File: src/rtl/operand_gather_if.sv
// Handshake and operand bus between the word source, operand_gather and the
// 8-input reduction stage.
interface operand_gather_if #(
  parameter int WIDTH = 8
);
  logic [WIDTH-1:0] in_data;
  logic             in_valid;
  logic             in_last;
  logic             in_ready;
  logic [WIDTH-1:0] a;
  logic [WIDTH-1:0] b;
  logic [WIDTH-1:0] c;
  logic [WIDTH-1:0] d;
  logic [WIDTH-1:0] e;
  logic [WIDTH-1:0] f;
  logic [WIDTH-1:0] g;
  logic [WIDTH-1:0] h;
  logic             out_valid;
  logic             out_ready;
  logic [3:0]       word_cnt;

  modport master (
    output in_data, in_valid, in_last, out_ready,
    input  in_ready, a, b, c, d, e, f, g, h, out_valid, word_cnt
  );

  modport slave (
    input  in_data, in_valid, in_last, out_ready,
    output in_ready, a, b, c, d, e, f, g, h, out_valid, word_cnt
  );
endinterface

File: src/rtl/operand_gather.sv
// Serial-to-parallel collector: packs up to eight words into operand slots a..h,
// padding a short group with the reduction-neutral value.
module operand_gather #(
  parameter int WIDTH    = 8,
  parameter bit PAD_ONES = 1'b1
) (
  input  logic             clk,
  input  logic             resetn,
  operand_gather_if.slave  bus
);

  localparam logic [WIDTH-1:0] PAD = {WIDTH{PAD_ONES}};

  typedef enum logic [0:0] {
    FILL = 1'b0,
    HOLD = 1'b1
  } state_e;

  state_e           state_q;
  state_e           state_d;
  logic [WIDTH-1:0] slot_q [8];
  logic [WIDTH-1:0] slot_d [8];
  logic [3:0]       cnt_q;
  logic [3:0]       cnt_d;
  logic             accept_s;
  logic             done_s;
  logic             release_s;

  assign accept_s  = bus.in_valid && (state_q == FILL);
  assign done_s    = accept_s && ((cnt_q == 4'd7) || bus.in_last);
  assign release_s = bus.out_ready && (state_q == HOLD);

  // State register
  always_ff @(posedge clk) begin
    if (!resetn) begin
      state_q <= FILL;
    end else begin
      state_q <= state_d;
    end
  end

  // Next-state logic
  always_comb begin
    state_d = state_q;
    case (state_q)
      FILL: begin
        if (done_s) begin
          state_d = HOLD;
        end else begin
          state_d = FILL;
        end
      end
      HOLD: begin
        if (bus.out_ready) begin
          state_d = FILL;
        end else begin
          state_d = HOLD;
        end
      end
      default: state_d = FILL;
    endcase
  end

  // Handshake outputs decoded from registered state only
  always_comb begin
    bus.in_ready  = 1'b0;
    bus.out_valid = 1'b0;
    case (state_q)
      FILL:    bus.in_ready  = 1'b1;
      HOLD:    bus.out_valid = 1'b1;
      default: bus.in_ready  = 1'b0;
    endcase
  end

  // Slot and count next-state: write the addressed slot, pad the tail on in_last
  always_comb begin
    cnt_d = cnt_q;
    for (int i = 0; i < 8; i++) begin
      slot_d[i] = slot_q[i];
    end
    if (accept_s) begin
      cnt_d = cnt_q + 4'd1;
      for (int i = 0; i < 8; i++) begin
        if (4'(i) == cnt_q) begin
          slot_d[i] = bus.in_data;
        end else if ((4'(i) > cnt_q) && bus.in_last) begin
          slot_d[i] = PAD;
        end else begin
          slot_d[i] = slot_q[i];
        end
      end
    end else if (release_s) begin
      cnt_d = 4'd0;
      for (int i = 0; i < 8; i++) begin
        slot_d[i] = PAD;
      end
    end else begin
      cnt_d = cnt_q;
    end
  end

  // Slot and count registers
  always_ff @(posedge clk) begin
    if (!resetn) begin
      cnt_q <= 4'd0;
      for (int i = 0; i < 8; i++) begin
        slot_q[i] <= PAD;
      end
    end else begin
      cnt_q <= cnt_d;
      for (int i = 0; i < 8; i++) begin
        slot_q[i] <= slot_d[i];
      end
    end
  end

  assign bus.a        = slot_q[0];
  assign bus.b        = slot_q[1];
  assign bus.c        = slot_q[2];
  assign bus.d        = slot_q[3];
  assign bus.e        = slot_q[4];
  assign bus.f        = slot_q[5];
  assign bus.g        = slot_q[6];
  assign bus.h        = slot_q[7];
  assign bus.word_cnt = cnt_q;

endmodule

File: src/flat_wrapper.sv
// flat-port wrapper written by rule: the top's interface ports become plain ports
module operand_gather_flat 
#(
  parameter int WIDTH    = 8,
  parameter bit PAD_ONES = 1'b1
)
  (clk, resetn, bus_in_data, bus_in_valid, bus_in_last, bus_out_ready, bus_in_ready, bus_a, bus_b, bus_c, bus_d, bus_e, bus_f, bus_g, bus_h, bus_out_valid, bus_word_cnt);
  operand_gather_if #(.WIDTH(WIDTH)) bus_i ();
  input  logic clk;
  input  logic resetn;
  input wire logic [$bits(bus_i.in_data)-1:0] bus_in_data;
  input wire logic [$bits(bus_i.in_valid)-1:0] bus_in_valid;
  input wire logic [$bits(bus_i.in_last)-1:0] bus_in_last;
  input wire logic [$bits(bus_i.out_ready)-1:0] bus_out_ready;
  output wire logic [$bits(bus_i.in_ready)-1:0] bus_in_ready;
  output wire logic [$bits(bus_i.a)-1:0] bus_a;
  output wire logic [$bits(bus_i.b)-1:0] bus_b;
  output wire logic [$bits(bus_i.c)-1:0] bus_c;
  output wire logic [$bits(bus_i.d)-1:0] bus_d;
  output wire logic [$bits(bus_i.e)-1:0] bus_e;
  output wire logic [$bits(bus_i.f)-1:0] bus_f;
  output wire logic [$bits(bus_i.g)-1:0] bus_g;
  output wire logic [$bits(bus_i.h)-1:0] bus_h;
  output wire logic [$bits(bus_i.out_valid)-1:0] bus_out_valid;
  output wire logic [$bits(bus_i.word_cnt)-1:0] bus_word_cnt;
  assign bus_i.in_data = bus_in_data;
  assign bus_i.in_valid = bus_in_valid;
  assign bus_i.in_last = bus_in_last;
  assign bus_i.out_ready = bus_out_ready;
  assign bus_in_ready = bus_i.in_ready;
  assign bus_a = bus_i.a;
  assign bus_b = bus_i.b;
  assign bus_c = bus_i.c;
  assign bus_d = bus_i.d;
  assign bus_e = bus_i.e;
  assign bus_f = bus_i.f;
  assign bus_g = bus_i.g;
  assign bus_h = bus_i.h;
  assign bus_out_valid = bus_i.out_valid;
  assign bus_word_cnt = bus_i.word_cnt;
  operand_gather #(.WIDTH(WIDTH), .PAD_ONES(PAD_ONES)) u_core (.clk(clk), .resetn(resetn), .bus(bus_i));
endmodule
File: config.mk
export PLATFORM = sky130hd
export DESIGN_NAME = operand_gather_flat
export DESIGN_NICKNAME = d
export VERILOG_FILES = /design/src/rtl/operand_gather_if.sv /design/src/rtl/operand_gather.sv /design/src/flat_wrapper.sv
export SDC_FILE = /design/constraint.sdc
export NUM_CORES = 1
export LEC_CHECK = 0
export CAP_MARGIN = 15
export CELL_PAD_IN_SITES_DETAIL_PLACEMENT = 1
export CELL_PAD_IN_SITES_GLOBAL_PLACEMENT = 1
export CORE_MARGIN = 4
export CORE_UTILIZATION = 32
export CTS_BUF_LIST = sky130_fd_sc_hd__clkbuf_16
export DETAILED_ROUTE_END_ITERATION = 12
export PLACE_DENSITY_LB_ADDON = 0.25
export SKIP_LAST_GASP = 1
export SLEW_MARGIN = 20
export SYNTH_ARGS = -nofsm -noshare
export SYNTH_HDL_FRONTEND = slang
export SYNTH_SLANG_ARGS = --single-unit
File: constraint.sdc
create_clock -name clk -period 1.85 [get_ports clk]
set_input_delay 0.185 -clock clk [delete_from_list [all_inputs] [get_ports clk]]
set_output_delay 0.185 -clock clk [all_outputs]
set_load 0.02 [all_outputs]
==> metrics.txt <==
Tot Pwr between 3 and 4 mW; overall routing resource usage 0.191; P_int 2.70 mW; Area contributors post-synth dfxtp_1 (48%), o22a_1 (4.9%), o21ai_0 (4.6%); Post-synth EDFFs 0; TritonCTS Buffers 9; count of cell types in the netlist 46; io pins 83; max_cap viols 0; share of cells above drive strength 1 0.113; Clock Skew roughly 0.005 ns; post-layout minimum cycle time approximately 1.8 ns; Hold Slack 0.470 ns; CP Capture Point bus_word_cnt[2]; Mapped Nets roughly 300; FF+latch count, synth 69; antenna-violating nets left 0; die width 102 µm; routability cong. about 0.75; vias per cell between 5 and 6; worst endpoint required time about 1.7 ns; crit path max fanout 9; Period Utilization, post-route 0.968; worst skew pair latency between 0.3 and 0.4 ns; worst rel slew slack 0.588; CTS tree built; fill cell count approximately 1000; CP arrival between 1.5 and 2 ns; maximum number of pins on one net before global-route repair 35; CTS Hold Bufs 0; Worst R2R Path Depth 4; PD cells ~860 nW/µm²; Crit Path Category flop to primary output; worst vdd ir ~0.42 mV; Gate power share 0.114; WL final 9560 µm; Clk pwr share 0.457; Static Leak ~1.5 nW; placed cell area slightly below 4000 µm²; P_sw 0.885 mW; Main synth FF type dfxtp_1; CP Launch Point u_core.bus.word_cnt[2]; gate count of the mapped netlist roughly 290; site row count 34; DR iter-0 viols 125; wire length of the first global-routing pass around 15000 µm; n_diodes 0; maximum clock rate ~0.56 GHz; Sequential Power Share 0.429; Root Driver clkbuf_16; CP Capture Type primary output; dpl hpwl 6540 µm; P&R area growth vs syn 45.5%; initial core utilization 0.329; FFs w/ async S/R, synth 0; total number of vias 2665; Die Y ~100 µm; number of global-route vias before repair between 2k and 3k; clock slew at reported path FFs 0.05 ns; Avg Inst Size Synth 9.91 µm²; I/O Buffers approximately 80; routed len/inst 19.6 µm; setup repair bufs after CTS 0; number of max-slew violations in the final report 0; initial antenna violation count 0; Finished Cell Area between 4000 and 5000 µm²; final setup vio count 0; Startpoint Class flop; most common cell in the netlist dfxtp_1; RSZ-0062 raised after global routing yes; CTS H-tree lvls 3; worst min path class flop to flop; Sw Ratio 0.247; Yosys Warn Count 0; clk buf depth 2; final hold vios 0; core area 8680 µm²; Post-route DRC 0; first drt pass iteration count 4; Reg-to-Reg End u_core.slot_q[0][24]; number of nets in the layout between 300 and 400; post-synthesis sequential area ratio 0.484; grt ovf 0; Post-synth top cells dfxtp_1 (69), o21ai_0 (26), nor2_1 (19); die area 10500 µm²; top-area cell type share of the netlist area 0.484; largest area contributor in the netlist dfxtp_1; launch point of the worst reg-to-reg path u_core.bus.word_cnt[2]; reg2reg setup slack around 0.090 ns; Synth Cell Area approximately 2900 µm²; clk sinks between 60 and 70; Slew @ Worst Pin roughly 0.62 ns; status complete, no violations
[flip-flops by register name, summed over array words and instances, names as in the netlist]
signal and count:
u_core.state_q 1, u_core.bus.word_cnt 4, u_core.slot_q 64
[layout by cell type, fill, tap and decap left out, drive strengths merged, types with 3 or more instances in the layout]
master,Yosys,final
nor4,8,8
clkinv,0,4
o22a,16,16
nor3,16,16
ha,3,3
o32ai,8,8
nand4b,3,3
o32a,8,8
nor2b,4,4
a32oi,8,8
a22oi,9,9
dfxtp,69,69
inv,12,13
o21ai,28,28
buf,11,20
nor2,19,19
a21boi,4,4
clkdlybuf4s50,0,82
a211oi,16,16
clkbuf,16,9
[logic make-up after synthesis]
| family | Yosys count | share of synthesized area |
|---|---|---|
| flip-flops | 69 | 0.484 |
| buffers and inverters | 39 | 0.0583 |
| adder cells (fa/ha/maj) | 3 | 0.0132 |
| AND/OR/NAND/NOR | 68 | 0.140 |
| multiplexers | 3 | 0.0110 |
| AO/OA/AOI/OAI | 106 | 0.293 |
[repair_timing]
item	in CTS	in global routing
endpoints found under the setup margin	1	8
hold endpoints to repair	0	0
resized for setup	1	1
pin swaps	0	0
[routing by layer]
metal  share of wire  vias up  global-route usage
met1            0.45     1310               0.244
met4          0.0076        0              0.0484
met3           0.056        6              0.0498
li1                -     1278                   -
met2            0.49       71               0.320
met5               0        -                   0
[power groups by stage]
| stage | sequential [mW] | clock, mW | combinational (mW) |
|---|---|---|---|
| 2_1_floorplan | 1.59 | 0 | 0.192 |
| 3_3_place_gp | 1.57 | 0 | 0.401 |
| 3_5_place_dp | 1.57 | 0 | 0.407 |
| 4_1_cts | 1.54 | 1.67 | 0.409 |
| 5_1_grt | 1.54 | 1.75 | 0.441 |
| 6_report | 1.54 | 1.64 | 0.408 |
[through the flow]
stage | worst slack (ns) | setup TNS (ns) | cells | utilization
3_3_place_gp | -0.00420 | -0.0268 | 471 | 0.445
4_1_cts | 0.0223 | 0 | 487 | 0.478
5_1_grt | -0.0178 | -0.0261 | 487 | 0.478
6_report | 0.0593 | 0 | 487 | 0.478
3_5_place_dp | -0.0425 | -0.267 | 471 | 0.445
2_1_floorplan | 0.0344 | 0 | 288 | -
[worst max-delay path, stage by stage, from the launching register on]
cell	delay (ns)
dfxtp_2	0.45
buf_4	0.22
clkdlybuf4s50_1	0.62
[how the worst min path moves through the flow]
stage                                    start                   end  slack, ns  cells past startpoint
after floorplan                 bus_in_data[0]  u_core.slot_q[0][24]       0.30                      1
after global placement    u_core.slot_q[1][15]  u_core.slot_q[1][15]       0.46                      1
after detailed placement   u_core.slot_q[1][9]   u_core.slot_q[1][9]       0.46                      1
after CTS                  u_core.slot_q[1][0]   u_core.slot_q[1][0]       0.48                      1
after global routing      u_core.slot_q[1][15]  u_core.slot_q[1][15]       0.49                      1
final                     u_core.slot_q[1][15]  u_core.slot_q[1][15]       0.47                      1
[cell type report]
class / count / area, µm² / area share
Clock inverter: 7 / 57.6 / 0.0139
Clock buffer: 9 / 225 / 0.0543
Timing Repair Buffer: 102 / 996 / 0.240
Tap cell: 108 / 135 / 0.0326
Multi-Input combinational cell: 180 / 1310 / 0.315
Sequential cell: 69 / 1380 / 0.333
Inverter: 12 / 45.0 / 0.0109
Note: power is estimated with default switching activity, not from simulation.
